### src/rtl/local_out_port_buffer.sv
// Router local output port stage: buffers crossbar packets in a small FIFO and hands them one at a time to the Collector.
// Define LOCAL_OUT_STATS_EN to add the DeliveredCnt and MaxCount statistics outputs.
module local_out_port_buffer #(
    parameter logic [5:0] routerID    = 6'b100_000,
    parameter int         packetwidth = 26,
    parameter int         FIFO_DEPTH  = 4,
    parameter int         ADDR_W      = 2,
    parameter int         GNT_TIMEOUT = 16
) (
    input  logic                   clk,
    input  logic                   reset,
    input  logic [packetwidth-1:0] PacketIn,
    input  logic                   ReqUpStr,
    output logic                   GntUpStr,
    output logic                   UpStrFull,
    output logic [packetwidth-1:0] PacketOut,
    output logic                   ReqDnStr,
    input  logic                   GntDnStr,
    input  logic                   DnStrFull,
    output logic [ADDR_W:0]        Count,
`ifdef LOCAL_OUT_STATS_EN
    output logic [15:0]            DeliveredCnt,
    output logic [ADDR_W:0]        MaxCount,
`endif
    output logic                   TimeoutErr
);

    localparam int              TMR_W   = $clog2(GNT_TIMEOUT + 1);
    localparam logic [TMR_W-1:0] TMR_MAX  = TMR_W'(GNT_TIMEOUT);
    localparam logic [TMR_W-1:0] TMR_LAST = TMR_W'(GNT_TIMEOUT - 1);
    localparam logic [ADDR_W:0]  DEPTH_C  = (ADDR_W + 1)'(FIFO_DEPTH);

    typedef enum logic {I_WAIT, I_GNT} ingState_t;
    typedef enum logic {E_IDLE, E_REQ} egrState_t;

    logic [packetwidth-1:0] mem_q [FIFO_DEPTH];

    logic [ADDR_W:0]        wrPtr_q, wrPtr_d;
    logic [ADDR_W:0]        rdPtr_q, rdPtr_d;
    ingState_t              ingState_q, ingState_d;
    egrState_t              egrState_q, egrState_d;
    logic                   gntUp_q, gntUp_d;
    logic                   reqDn_q, reqDn_d;
    logic [packetwidth-1:0] pktOut_q, pktOut_d;
    logic [TMR_W-1:0]       timer_q, timer_d;
    logic                   timeoutErr_q, timeoutErr_d;

    logic [ADDR_W:0]        count;
    logic                   full;
    logic                   wrEn;
    logic                   popEn;

    // Occupancy and full are decoded from the pointer registers only.
    assign count = wrPtr_q - rdPtr_q;
    assign full  = (count == DEPTH_C);

    always_comb begin
        ingState_d = ingState_q;
        gntUp_d    = 1'b0;
        wrEn       = 1'b0;
        case (ingState_q)
            I_WAIT: begin
                if (ReqUpStr && !full) begin
                    wrEn       = 1'b1;
                    gntUp_d    = 1'b1;
                    ingState_d = I_GNT;
                end
            end
            I_GNT: begin
                ingState_d = I_WAIT;
            end
            default: begin
                ingState_d = I_WAIT;
            end
        endcase
    end

    // The request stays up through a timeout; the flag is only a sticky report.
    always_comb begin
        egrState_d   = egrState_q;
        reqDn_d      = reqDn_q;
        pktOut_d     = pktOut_q;
        timer_d      = timer_q;
        timeoutErr_d = timeoutErr_q;
        popEn        = 1'b0;
        case (egrState_q)
            E_IDLE: begin
                if ((count != '0) && !DnStrFull) begin
                    pktOut_d   = mem_q[rdPtr_q[ADDR_W-1:0]];
                    reqDn_d    = 1'b1;
                    timer_d    = '0;
                    egrState_d = E_REQ;
                end
            end
            E_REQ: begin
                if (GntDnStr) begin
                    popEn      = 1'b1;
                    reqDn_d    = 1'b0;
                    egrState_d = E_IDLE;
                end else begin
                    if (timer_q != TMR_MAX) begin
                        timer_d = timer_q + TMR_W'(1);
                    end
                    if (timer_q == TMR_LAST) begin
                        timeoutErr_d = 1'b1;
                    end
                end
            end
            default: begin
                egrState_d = E_IDLE;
            end
        endcase
    end

    assign wrPtr_d = wrPtr_q + (ADDR_W + 1)'(wrEn);
    assign rdPtr_d = rdPtr_q + (ADDR_W + 1)'(popEn);

    always_ff @(posedge clk or posedge reset) begin
        if (reset) begin
            wrPtr_q      <= '0;
            rdPtr_q      <= '0;
            ingState_q   <= I_WAIT;
            egrState_q   <= E_IDLE;
            gntUp_q      <= 1'b0;
            reqDn_q      <= 1'b0;
            pktOut_q     <= '0;
            timer_q      <= '0;
            timeoutErr_q <= 1'b0;
        end else begin
            wrPtr_q      <= wrPtr_d;
            rdPtr_q      <= rdPtr_d;
            ingState_q   <= ingState_d;
            egrState_q   <= egrState_d;
            gntUp_q      <= gntUp_d;
            reqDn_q      <= reqDn_d;
            pktOut_q     <= pktOut_d;
            timer_q      <= timer_d;
            timeoutErr_q <= timeoutErr_d;
        end
    end

    // Storage has no reset; entries are only read after being written.
    always_ff @(posedge clk) begin
        if (wrEn) begin
            mem_q[wrPtr_q[ADDR_W-1:0]] <= PacketIn;
        end
    end

`ifdef LOCAL_OUT_STATS_EN
    logic [15:0]     delivered_q;
    logic [ADDR_W:0] maxCount_q;
    logic [ADDR_W:0] countNext;

    assign countNext = wrPtr_d - rdPtr_d;

    always_ff @(posedge clk or posedge reset) begin
        if (reset) begin
            delivered_q <= '0;
            maxCount_q  <= '0;
        end else begin
            delivered_q <= delivered_q + 16'(popEn);
            if (countNext > maxCount_q) begin
                maxCount_q <= countNext;
            end
        end
    end

    assign DeliveredCnt = delivered_q;
    assign MaxCount     = maxCount_q;
`endif

    assign GntUpStr   = gntUp_q;
    assign UpStrFull  = full;
    assign PacketOut  = pktOut_q;
    assign ReqDnStr   = reqDn_q;
    assign Count      = count;
    assign TimeoutErr = timeoutErr_q;

endmodule
### config.mk
export PLATFORM = sky130hd
export DESIGN_NAME = local_out_port_buffer
export DESIGN_NICKNAME = d
export VERILOG_FILES = /design/src/rtl/local_out_port_buffer.sv
export SDC_FILE = /design/constraint.sdc
export NUM_CORES = 1
export LEC_CHECK = 0
export ABC_AREA = 1
export BUFFER_PORTS_ARGS = -buffer_cell sky130_fd_sc_hd__buf_2
export CAP_MARGIN = 20
export CORE_UTILIZATION = 55
export DETAILED_ROUTE_END_ITERATION = 7
export GPL_TIMING_DRIVEN = 0
export PLACE_DENSITY_LB_ADDON = 0.12
export SKIP_LAST_GASP = 1
export SYNTH_ARGS = -nofsm -noshare
export SYNTH_HDL_FRONTEND = slang
export SYNTH_SLANG_ARGS = --single-unit
### constraint.sdc
create_clock -name clk -period 5.4 [get_ports clk]
set_input_delay 0.27 -clock clk [delete_from_list [all_inputs] [get_ports clk]]
set_output_delay 0.27 -clock clk [all_outputs]
set_load 0.01 [all_outputs]
==> results.py <==
metrics = {
    "synth": {
        "synth-seq-cells": 145,
        "ys_types": 24,
        "netlist_area_um2": 5811,
        "ys_seq_area_frac": 0.7140,
        "yosys_warnings": 0,
        "synth_fp_nets": 535,
        "synth_cells": 495,
        "syn_avg_cell_area_um2": 11.74,
    },
    "clock_network": {
        "cts.path.max_buffers": 2,
        "clk_pin_slew_worst_paths_ns": 0.06,
        "cts_resized": 0,
        "clk_latency_ns": 0.52,
        "cts_max_level": 4,
        "cts-root-buf": "clkbuf_8",
        "cts_made_buffers": 17,
        "cts_tree": "yes",
        "cts.sinks": 145,
    },
    "power_and_ir_drop": {
        "total_power_mw": 4.428,
        "p_int_mw": 2.868,
        "power_density_nw_per_um2": 608.4,
        "seqPwrFrac": 0.368,
        "ir_drop_v": 0.0002888,
        "leakagePower_nw": 3.043,
        "p_switching_mw": 1.560,
        "power.share.switching": 0.3524,
        "combPwrFrac": 0.345,
        "clockPowerShare": 0.287,
    },
    "run_status": {
        "status": "complete, no violations",
    },
    "global_route": {
        "grt_pass1_wl_mm": 20.20,
        "antenna_found_initial": 0,
        "grt.overflow.total": 0,
        "grt_pass1_vias": 4143,
        "grt_use_total": 0.2458,
        "grt_max_degree": 27,
    },
    "cells_and_area": {
        "finalNetCount": 646,
        "synthToLayoutAreaGrowth_pct": 25.26,
        "final_cell_mix": "104 x edfxtp_1, 85 x nor2_1, 79 x nand2_1",
        "fill_cells": 755,
        "register_area_um2": 4149,
        "stdcell_area_um2": 7278,
        "final_util": 0.7082,
        "n_antenna_cell": 0,
        "multi_input_area_um2": 1463,
        "drive_gt1_frac": 0.2052,
        "layout_commonest_cell": "edfxtp_1",
    },
    "setup_path": {
        "arrival_ns": 3.19,
        "rrSetupSlack_ns": 2.34,
        "cp_data_required_time_ns": 5.54,
        "worstReg2RegEnd": "mem_q[0][18]$_DFFE_PP_",
        "path_delay_family": "simple AND/OR/NAND/NOR gates",
        "crit_buf_inv": 3,
        "cp_slowest_cell": "nor2_4",
        "critPathMaxStageDelay_ns": 0.82,
        "cp-end-kind": "register",
        "crit_top_cell": "inv_1",
        "crit_path_max_fanout": 26,
        "r2r_cells": 10,
        "worstPathCellList": "inv_1 > ha_1 > fa_1 > inv_1 > nand3_1 > nand2_1 > inv_1 > nand2_1 > nand3_1 > nor2_4",
        "setup.worst_path.class": "reg -> reg",
        "timing.rr.start": "wrPtr_q[0]$_DFF_PP0_",
        "critPathLaunchType": "register",
    },
    "job": {
        "maxCapViolCount": 0,
    },
    "sta": {
        "hold_viol_final": 0,
        "slew_viol_final": 0,
        "setup_viol": 0,
        "slew_headroom": 0.3941,
        "fmaxAchievable_ghz": 0.3273,
        "worst_pin_slew_ns": 0.9067,
        "fin_setup_tns_ns": 0,
        "clock_skew_ns": 0.007036,
        "finalCritPeriodShare": 0.5658,
        "setup_slack_ns": 2.345,
        "fin_crit_ns": 3.055,
        "rsz0062_at_grt": "false",
    },
    "drt": {
        "drtPass1Iterations": 5,
        "wirelength_mm": 12.49,
        "drtIter0Drc": 362,
        "drc": 0,
        "ant_nets": 0,
        "wl_per_cell_um": 16.54,
        "dr_total_vias": 4028,
        "vias_per_cell": 5.335,
    },
    "floorplanning": {
        "initial_core_util": 0.5654,
        "coreArea_um2": 10280,
        "num_io_pins": 64,
        "die-area_um2": 10980,
        "rows": 37,
        "die_width_um": 104.8,
        "die_y_um": 104.8,
    },
    "placed_design": {
        "dpl.hpwl_mm": 7.442,
        "dp_slack_ns": 2.315,
        "io_buffer_count": 63,
        "placed_area_um2": 6346,
        "gp_congestion": 0.8159,
    },
    "min_path": {
        "min_from": "DnStrFull",
        "hp-class": "in -> reg",
        "min_to": "PacketOut[9]$_DFFE_PP0P_",
        "min_delay_path_depth": 4,
    },
}
## Yosys cell counts
cell      instances  area (µm²)
nand3_1          37       185.2
buf_6             2       22.52
xor2_1            3       26.28
inv_1            20       75.07
nand3_2           2       20.02
o21ai_0          59       295.3
dfrtp_1          41        1026
clkbuf_2          3       15.01
fa_1              1       20.02
o21ai_1          20       100.1
nor2_1           89       334.1
nand3_4           1       17.52
edfxtp_1        104        3123
buf_4             2       15.01
a31o_2            1       8.760
nor2_4            1       11.26
nand2_1          79       296.5
nand2_2           1       6.260
ha_1              8       100.1
buf_2            12       60.06
clkbuf_1          5       18.77
buf_8             1       15.01
inv_2             2       7.510
nand2_4           1       11.26
## worst register-to-register path, delay by kind of cell, from the launching register on
| family | cells | cell delay [ns] |
|---|---|---|
| buffers and inverters | 3 | 0.26 |
| DFF | 1 | 0.39 |
| adders and majority gates | 2 | 0.64 |
| and+or+nand+nor | 5 | 1.37 |
## per-stage QoR
stage,hold slack [ns],cells
floorplan,0.3664,495
detailed placement,0.2989,695
global route,0.1010,755
CTS,0.08204,755
global placement,0.4518,694
finish,0.1012,755
## state kept, by name (all words and copies together), names as in the netlist
name	flops
timer_q	5
PacketOut	26
rdPtr_q	3
ReqDnStr	1
wrPtr_q	3
mem_q	104
egrState_q	1
GntUpStr	1
TimeoutErr	1
## metal layers
metal	GRT usage	wire length, µm	up-vias
met1	0.3093	5308	1950
li1	-	-	1921
met3	0.04554	707	16
met2	0.4163	6249	141
met5	0	0	-
met4	0.1107	221	0
## cell families after synthesis
| family | count (synthesis) | share of synthesized area |
|---|---|---|
| and+or+nand+nor | 211 | 0.1518 |
| DFF | 145 | 0.7140 |
| AOI/OAI and AO/OA | 80 | 0.06955 |
| buffers and inverters | 47 | 0.03940 |
| adders and majority gates | 9 | 0.02067 |
| xor gates and xnor gates | 3 | 0.004523 |
## area by class of cell
cell class / instances / share of cell area
sequential: 145 / 0.5701
tap: 136 / 0.02338
buffer: 25 / 0.02011
inverter: 22 / 0.01135
clock inverter: 10 / 0.02458
multi-input combinational: 303 / 0.2010
clock buffer: 22 / 0.06498
timing repair buffer: 92 / 0.08458
## power by group through the flow
stage          clock network, mW  logic, mW  registers (mW)
2_1_floorplan                  0      0.942            1.68
3_3_place_gp                   0       1.45            1.65
3_5_place_dp                   0       1.51            1.65
4_1_cts                     1.28       1.54            1.63
5_1_grt                     1.32       1.70            1.66
6_report                    1.27       1.53            1.63
## how the worst max path moves through the flow
| stage | end | start | cells after the start |
|---|---|---|---|
| 2_1_floorplan | mem_q[0][0]$_DFFE_PP_ | wrPtr_q[0]$_DFF_PP0_ | 10 |
| 3_3_place_gp | mem_q[0][22]$_DFFE_PP_ | wrPtr_q[0]$_DFF_PP0_ | 10 |
| 3_5_place_dp | mem_q[3][20]$_DFFE_PP_ | wrPtr_q[0]$_DFF_PP0_ | 10 |
| 4_1_cts | mem_q[3][19]$_DFFE_PP_ | wrPtr_q[0]$_DFF_PP0_ | 10 |
| 5_1_grt | mem_q[3][19]$_DFFE_PP_ | wrPtr_q[0]$_DFF_PP0_ | 10 |
| 6_report | mem_q[0][18]$_DFFE_PP_ | wrPtr_q[0]$_DFF_PP0_ | 10 |
## repair_timing
action	4_1_cts	5_1_grt
hold buffers	28	0
buffers inserted	0	0
endpoints found under the hold margin	121	0
setup endpoints to repair	0	0
Note: power is estimated with default switching activity, not from simulation.
